### config.mk
export PLATFORM = sky130hd
export DESIGN_NAME = dec_scan_seq_flat
export DESIGN_NICKNAME = d
export VERILOG_FILES = /design/src/rtl/dec_scan_seq_if.sv /design/src/rtl/dec_scan_seq.sv /design/src/flat_wrapper.sv
export SDC_FILE = /design/constraint.sdc
export NUM_CORES = 1
export LEC_CHECK = 0
export CORE_MARGIN = 4
export CORE_UTILIZATION = 45
export DETAILED_ROUTE_END_ITERATION = 7
export PLACE_DENSITY = 0.77
export SYNTH_ARGS = -nofsm -noshare
export SYNTH_HDL_FRONTEND = slang
export SYNTH_SLANG_ARGS = --single-unit
### constraint.sdc
create_clock -name clk -period 3.5 [get_ports clk]
set_clock_uncertainty 0.15 [all_clocks]
set_input_delay 0.35 -clock clk [delete_from_list [all_inputs] [get_ports clk]]
set_output_delay 0.35 -clock clk [all_outputs]
set_load 0.02 [all_outputs]
### src/rtl/dec_scan_seq_if.sv
// Control and select bus between the scan controller and the decoder select sequencer.
interface dec_scan_seq_if;
    logic start;
    logic stop;
    logic cont;
    logic hold;
    logic A;
    logic B;
    logic C;
    logic e;
    logic busy;
    logic done;
    logic wrap;

    modport master (
        output start, stop, cont, hold,
        input  A, B, C, e, busy, done, wrap
    );

    modport slave (
        input  start, stop, cont, hold,
        output A, B, C, e, busy, done, wrap
    );
endinterface

### src/rtl/dec_scan_seq.sv
// Select sequencer for a 3-to-8 decoder: steps {A,B,C} through 0..7, holding each
// value for DWELL cycles, in single-pass or continuous mode with hold/stop control.
module dec_scan_seq #(
    parameter int DWELL = 4,
    parameter int CW    = 8
) (
    input  logic          clk,
    input  logic          rst,
    dec_scan_seq_if.slave bus
);

    typedef enum logic [1:0] {
        IDLE = 2'd0,
        SCAN = 2'd1,
        DONE = 2'd2
    } state_t;

    localparam logic [CW-1:0] LAST_CNT = CW'(DWELL - 1);

    state_t        state;
    logic [2:0]    sel;
    logic [CW-1:0] cnt;
    logic          mode;
    logic          e_q;
    logic          busy_q;
    logic          done_q;
    logic          wrap_q;

    // Sequencer FSM; every output is a register so the decoder sees glitch-free selects.
    always_ff @(posedge clk) begin
        if (rst) begin
            state  <= IDLE;
            sel    <= 3'd0;
            cnt    <= '0;
            mode   <= 1'b0;
            e_q    <= 1'b0;
            busy_q <= 1'b0;
            done_q <= 1'b0;
            wrap_q <= 1'b0;
        end else begin
            done_q <= 1'b0;
            wrap_q <= 1'b0;
            case (state)
                IDLE: begin
                    sel    <= 3'd0;
                    cnt    <= '0;
                    e_q    <= 1'b0;
                    busy_q <= 1'b0;
                    if (bus.start && !bus.stop) begin
                        state  <= SCAN;
                        mode   <= bus.cont;
                        e_q    <= 1'b1;
                        busy_q <= 1'b1;
                    end
                end
                SCAN: begin
                    if (bus.stop) begin
                        state  <= IDLE;
                        sel    <= 3'd0;
                        cnt    <= '0;
                        e_q    <= 1'b0;
                        busy_q <= 1'b0;
                    end else if (bus.hold) begin
                        state <= SCAN;
                    end else if (cnt != LAST_CNT) begin
                        cnt <= cnt + 1'b1;
                    end else begin
                        cnt <= '0;
                        if (sel != 3'd7) begin
                            sel <= sel + 3'd1;
                        end else if (!mode) begin
                            state  <= DONE;
                            sel    <= 3'd0;
                            e_q    <= 1'b0;
                            busy_q <= 1'b0;
                            done_q <= 1'b1;
                        end else begin
                            sel    <= 3'd0;
                            wrap_q <= 1'b1;
                        end
                    end
                end
                DONE: begin
                    state  <= IDLE;
                    sel    <= 3'd0;
                    cnt    <= '0;
                    e_q    <= 1'b0;
                    busy_q <= 1'b0;
                end
                default: begin
                    state  <= IDLE;
                    sel    <= 3'd0;
                    cnt    <= '0;
                    e_q    <= 1'b0;
                    busy_q <= 1'b0;
                end
            endcase
        end
    end

    assign bus.A    = sel[2];
    assign bus.B    = sel[1];
    assign bus.C    = sel[0];
    assign bus.e    = e_q;
    assign bus.busy = busy_q;
    assign bus.done = done_q;
    assign bus.wrap = wrap_q;

endmodule
### src/flat_wrapper.sv
// flat-port wrapper written by rule: the top's interface ports become plain ports
module dec_scan_seq_flat 
#(
    parameter int DWELL = 4,
    parameter int CW    = 8
)
  (clk, rst, bus_start, bus_stop, bus_cont, bus_hold, bus_A, bus_B, bus_C, bus_e, bus_busy, bus_done, bus_wrap);
  dec_scan_seq_if bus_i ();
  input  logic clk;
  input  logic rst;
  input wire logic [$bits(bus_i.start)-1:0] bus_start;
  input wire logic [$bits(bus_i.stop)-1:0] bus_stop;
  input wire logic [$bits(bus_i.cont)-1:0] bus_cont;
  input wire logic [$bits(bus_i.hold)-1:0] bus_hold;
  output wire logic [$bits(bus_i.A)-1:0] bus_A;
  output wire logic [$bits(bus_i.B)-1:0] bus_B;
  output wire logic [$bits(bus_i.C)-1:0] bus_C;
  output wire logic [$bits(bus_i.e)-1:0] bus_e;
  output wire logic [$bits(bus_i.busy)-1:0] bus_busy;
  output wire logic [$bits(bus_i.done)-1:0] bus_done;
  output wire logic [$bits(bus_i.wrap)-1:0] bus_wrap;
  assign bus_i.start = bus_start;
  assign bus_i.stop = bus_stop;
  assign bus_i.cont = bus_cont;
  assign bus_i.hold = bus_hold;
  assign bus_A = bus_i.A;
  assign bus_B = bus_i.B;
  assign bus_C = bus_i.C;
  assign bus_e = bus_i.e;
  assign bus_busy = bus_i.busy;
  assign bus_done = bus_i.done;
  assign bus_wrap = bus_i.wrap;
  dec_scan_seq #(.DWELL(DWELL), .CW(CW)) u_core (.clk(clk), .rst(rst), .bus(bus_i));
endmodule
Word-level counts from Yosys, hierarchy flattened
Index checks and enable logic that the tools add are counted.

word-level totals
  register bits after elaboration = 17
  bits of input ports = 6
  output and inout port bits = 7
  word-level logic and storage cells = 50

cells by class
  $add $sub $neg = 2
  equality and inequality tests = 11
  multiplexer cells = 18
  bitwise operators = 3
  reduce and logical (&&, ||, !) cells = 9

operator list
  operator             count
  $ne 3x3->1 const B   5
  $mux 2               6
  $ne 4x4->1 const B   3
  $add 8x1->8 const B  1
  $mux 1               8
  $mux 8               1
  $ne 8x2->1 const B   1
  $reduce_and 4->1     2
  $reduce_or 6->1      1
  $pmux 2 s2           1
  $reduce_and 2->1     2
  $add 3x1->3 const B  1
  $mux 3               1
  $not 1->1            3
  $reduce_or 3->1      1
  $eq 2x1->1 const B   1
  $logic_not 2->1      1
  $ne 2x1->1 const B   1
  $pmux 1 s2           1
  $logic_and 1x1->1    1
  $logic_not 1->1      1

Logic depth before layout (Yosys ltp)
  depth in word-level cells = 6
  gate-level depth with buffers = 5
  mapped depth without buffers = 4

Worst setup path after synthesis
No wires, ideal clock.

  kind = reg-to-reg
  start point = reg u_core.cnt[0]
  end point = reg u_core.sel[0]
  arrival time = 1.672 ns
  required time = 3.280 ns
  setup slack = 1.608 ns
  stages on the path, launching flop included = 6
  buffers on the path = 1
  period minus slack after synthesis = 1.892 ns
  cells stage by stage = dfxtp_1 ha_1 or4b_1 buf_2 or4_1 a21oi_1

on the way
  word-level cells in the longest chain between the ends = 3

ends and longest elaborated chain
  item                        line                RTL
  from (decl)                 dec_scan_seq.sv:22  logic [CW-1:0] cnt;
  from (signal assigned)      dec_scan_seq.sv:66  cnt <= cnt + 1'b1;
  $ne 8x2->1                  dec_scan_seq.sv:65  end else if (cnt != LAST_CNT) begin
  $not 1->1 (no line)         --
  $reduce_and 2->1 (no line)  --
  to (signal assigned)        dec_scan_seq.sv:70  sel <= sel + 3'd1;
  to (decl)                   dec_scan_seq.sv:21  logic [2:0] sel;

Every way passes these cells.
A chain may end at the register's enable or synchronous reset.

==> impl_metrics.py <==
metrics = {
    "floorplanning": {
        "die_h_um": 48.8,
        "fp.dieW_um": 48.8,
        "start_util_pct": 48.7,
        "rows": 14,
        "die-area_um2": 2390,
        "io_pins": 13,
        "core-area_um2": 1540,
    },
    "clocking": {
        "numCtsBuffers": 3,
        "post_cts_buffers": 0,
        "htree_levels": 1,
        "worstSkewPairLatency_ns": 0.28,
        "cts-root-buf": "clkbuf_4",
        "cts_tree": "built",
        "holdBufCountCts": 0,
        "clk_transition_reported_paths_ns": 0.09,
        "cts_resized": 0,
        "cts.sinks": 17,
        "clock_path_buffers": 2,
    },
    "critical_path": {
        "criticalPathCategory": "input port to flop",
        "path_cells": "clkdlybuf4s50_1 > or4b_1 > o21ai_1 > nor2_1",
        "crit_fanout": 8,
        "slowest_delay_ns": 0.69,
        "crit_arrival_ns": 2.17,
        "endpoint_kind": "flop",
        "crit_buf_inv": 1,
        "crit_family": "simple AND/OR/NAND/NOR gates",
        "cp_slowest_cell": "or4b_1",
        "crit_required_ns": 3.51,
        "crit_path_start_kind": "input port",
    },
    "sta": {
        "layout_min_cycle_time_ns": 2.16,
        "finalHoldViolations": 0,
        "tightest_slew_ns": 0.646,
        "timing.final.ws_setup_ns": 1.34,
        "slew-limit-headroom_pct": 56.3,
        "rsz0062_at_grt": "no",
        "final-setup-viol-count": 0,
        "setup-tns-final_ns": 0,
        "drv_slew": 0,
        "fin_crit_sh_pct": 61.9,
        "fmax_mhz": 462,
    },
    "place": {
        "dp_slack_ns": 1.02,
        "globalplace.congestion": 0.727,
        "placedInstanceArea_um2": 862,
        "port_buffers": 12,
        "hpwl_um": 1060,
    },
    "global_routing": {
        "grt_first_pass_wirelength_um": 2450,
        "track_usage_pct": 12.9,
        "grt_max_degree": 10,
        "gr-total-overflow": 0,
        "antenna_found_initial": 0,
        "first_global_vias": 580,
    },
    "synth": {
        "synth_area_um2": 751,
        "synth_edf_count": 0,
        "yosysUniqueCellTypes": 25,
        "yosysWarnings": 0,
        "synth_cells": 81,
        "ys_ff_latch": 17,
        "ys_seq_area_share_pct": 45.3,
        "synth_flop_cell": "dfxtp_1",
        "syn-num-nets": 90,
        "synth_async_sr_flop_share_pct": 0,
        "avgSynthCellArea_um2": 9.27,
    },
    "detailed_routing": {
        "drc": 0,
        "wirelength_um": 1380,
        "vias": 640,
        "vias_per_cell": 5.87,
        "post_drt_wl_per_cell_um": 12.7,
        "dr.pass1.iters": 4,
        "drt_iter0_markers": 5,
        "drtAntennaViolNets": 0,
    },
    "final_layout": {
        "n_fill_cell": 146,
        "final_cell_mix": "dfxtp_1 (17), clkdlybuf4s50_1 (12), nor2_1 (8), o21ai_0 (8), a21oi_1 (6)",
        "finalNetCount": 103,
        "design_area_um2": 888,
        "final_common_cell": "dfxtp_1",
        "drive_gt1_share_pct": 3.23,
        "diodes": 0,
        "area_growth_pct": 18.3,
    },
    "run_status": {
        "status": "completed",
    },
    "pwr": {
        "powerDensity_nw_per_um2": 355,
        "peakVddDrop_mv": 0.211,
        "p_total_uw": 315,
        "p_leak_nw": 0.296,
    },
    "run": {
        "maxCapViolCount": 0,
    },
    "hold_path": {
        "worstHoldPathType": "flop to flop",
    },
}
registers in the layout, summed over array words and instances, names as in the netlist:
name and count:
u_core.sel 3, u_core.cnt 8, u_core.bus.wrap 1, u_core.mode 1, u_core.bus.done 1, u_core.state 2
u_core.bus.e 1
power breakdown:
part | leakage [nW] | internal [mW] | switching (mW)
sequential | 0.137 | 0.195 | 0.00175
combinational | 0.144 | 0.0101 | 0.00743
clock | 0.0150 | 0.0442 | 0.0567
routing by layer:
metal | part of all wire [%] | wire (um) | GRT usage, %
met1 | 44 | 608 | 14.4
met2 | 48 | 665 | 21.5
met3 | 6.9 | 96 | 5.20
met4 | 1.0 | 14 | 5.38
met5 | 0 | 0 | 0
cells in the mapped netlist (3+ instances only):
cell type | number | area, um2
dfxtp_1 | 17 | 340
nor2_1 | 8 | 30.0
o21ai_0 | 8 | 40.0
a21oi_1 | 6 | 30.0
nand2_1 | 4 | 15.0
nor4_1 | 4 | 25.0
ha_1 | 3 | 37.5
nand3_1 | 3 | 15.0
nand4b_1 | 3 | 26.3
nor4b_1 | 3 | 26.3
or3_1 | 3 | 18.8
xor2_1 | 3 | 26.3
final cells by class:
type / count / area, um2 / area share, %
multi-input cells: 59 / 378 / 42.5
well taps: 16 / 20.0 / 2.25
inverters: 1 / 3.75 / 0.423
flip-flops and latches: 17 / 340 / 38.3
clock buffers: 4 / 26.3 / 2.96
repair buffers: 12 / 120 / 13.5
worst paths after layout:
path | start | end | slack (ns) | depth (start not counted)
worst max register to register | u_core.cnt[0] | u_core.cnt[3] | 1.37 | 4
worst min-delay path | u_core.bus.e | u_core.bus.e | 0.33 | 2
worst min register to register | u_core.bus.e | u_core.bus.e | 0.33 | 2
worst max-delay path | bus_hold | u_core.cnt[3] | 1.34 | 4
metrics by stage:
| step | util [%] | std cells | hold slack [ns] |
|---|---|---|---|
| CTS | 57.6 | 109 | 0.340 |
| finish | 57.6 | 109 | 0.328 |
| global route | 57.6 | 109 | 0.370 |
| floorplan | - | 81 | 0.272 |
| global placement | 55.9 | 105 | 0.320 |
| detailed placement | 55.9 | 105 | 0.327 |
cells by family (layout without fill, tap and decap cells):
| logic type | Yosys count | count (layout) | synth area share [%] |
|---|---|---|---|
| xor+xnor | 4 | 4 | 4.67 |
| flops | 17 | 17 | 45.3 |
| mux | 2 | 2 | 2.67 |
| buf+inv | 5 | 17 | 4.33 |
| simple gates | 35 | 35 | 28.0 |
| compound gates | 15 | 15 | 10.0 |
| fa+ha+maj | 3 | 3 | 5.00 |
worst register-to-register path: cells and delay by family (launching register included):
| kind | cells | cell delay, ns |
|---|---|---|
| flip-flops | 1 | 0.42 |
| AO/OA/AOI/OAI | 1 | 0.50 |
| AND/OR/NAND/NOR | 2 | 0.69 |
| adder cells (fa/ha/maj) | 1 | 0.26 |
No activity file was read; power rests on OpenSTA's default activity.
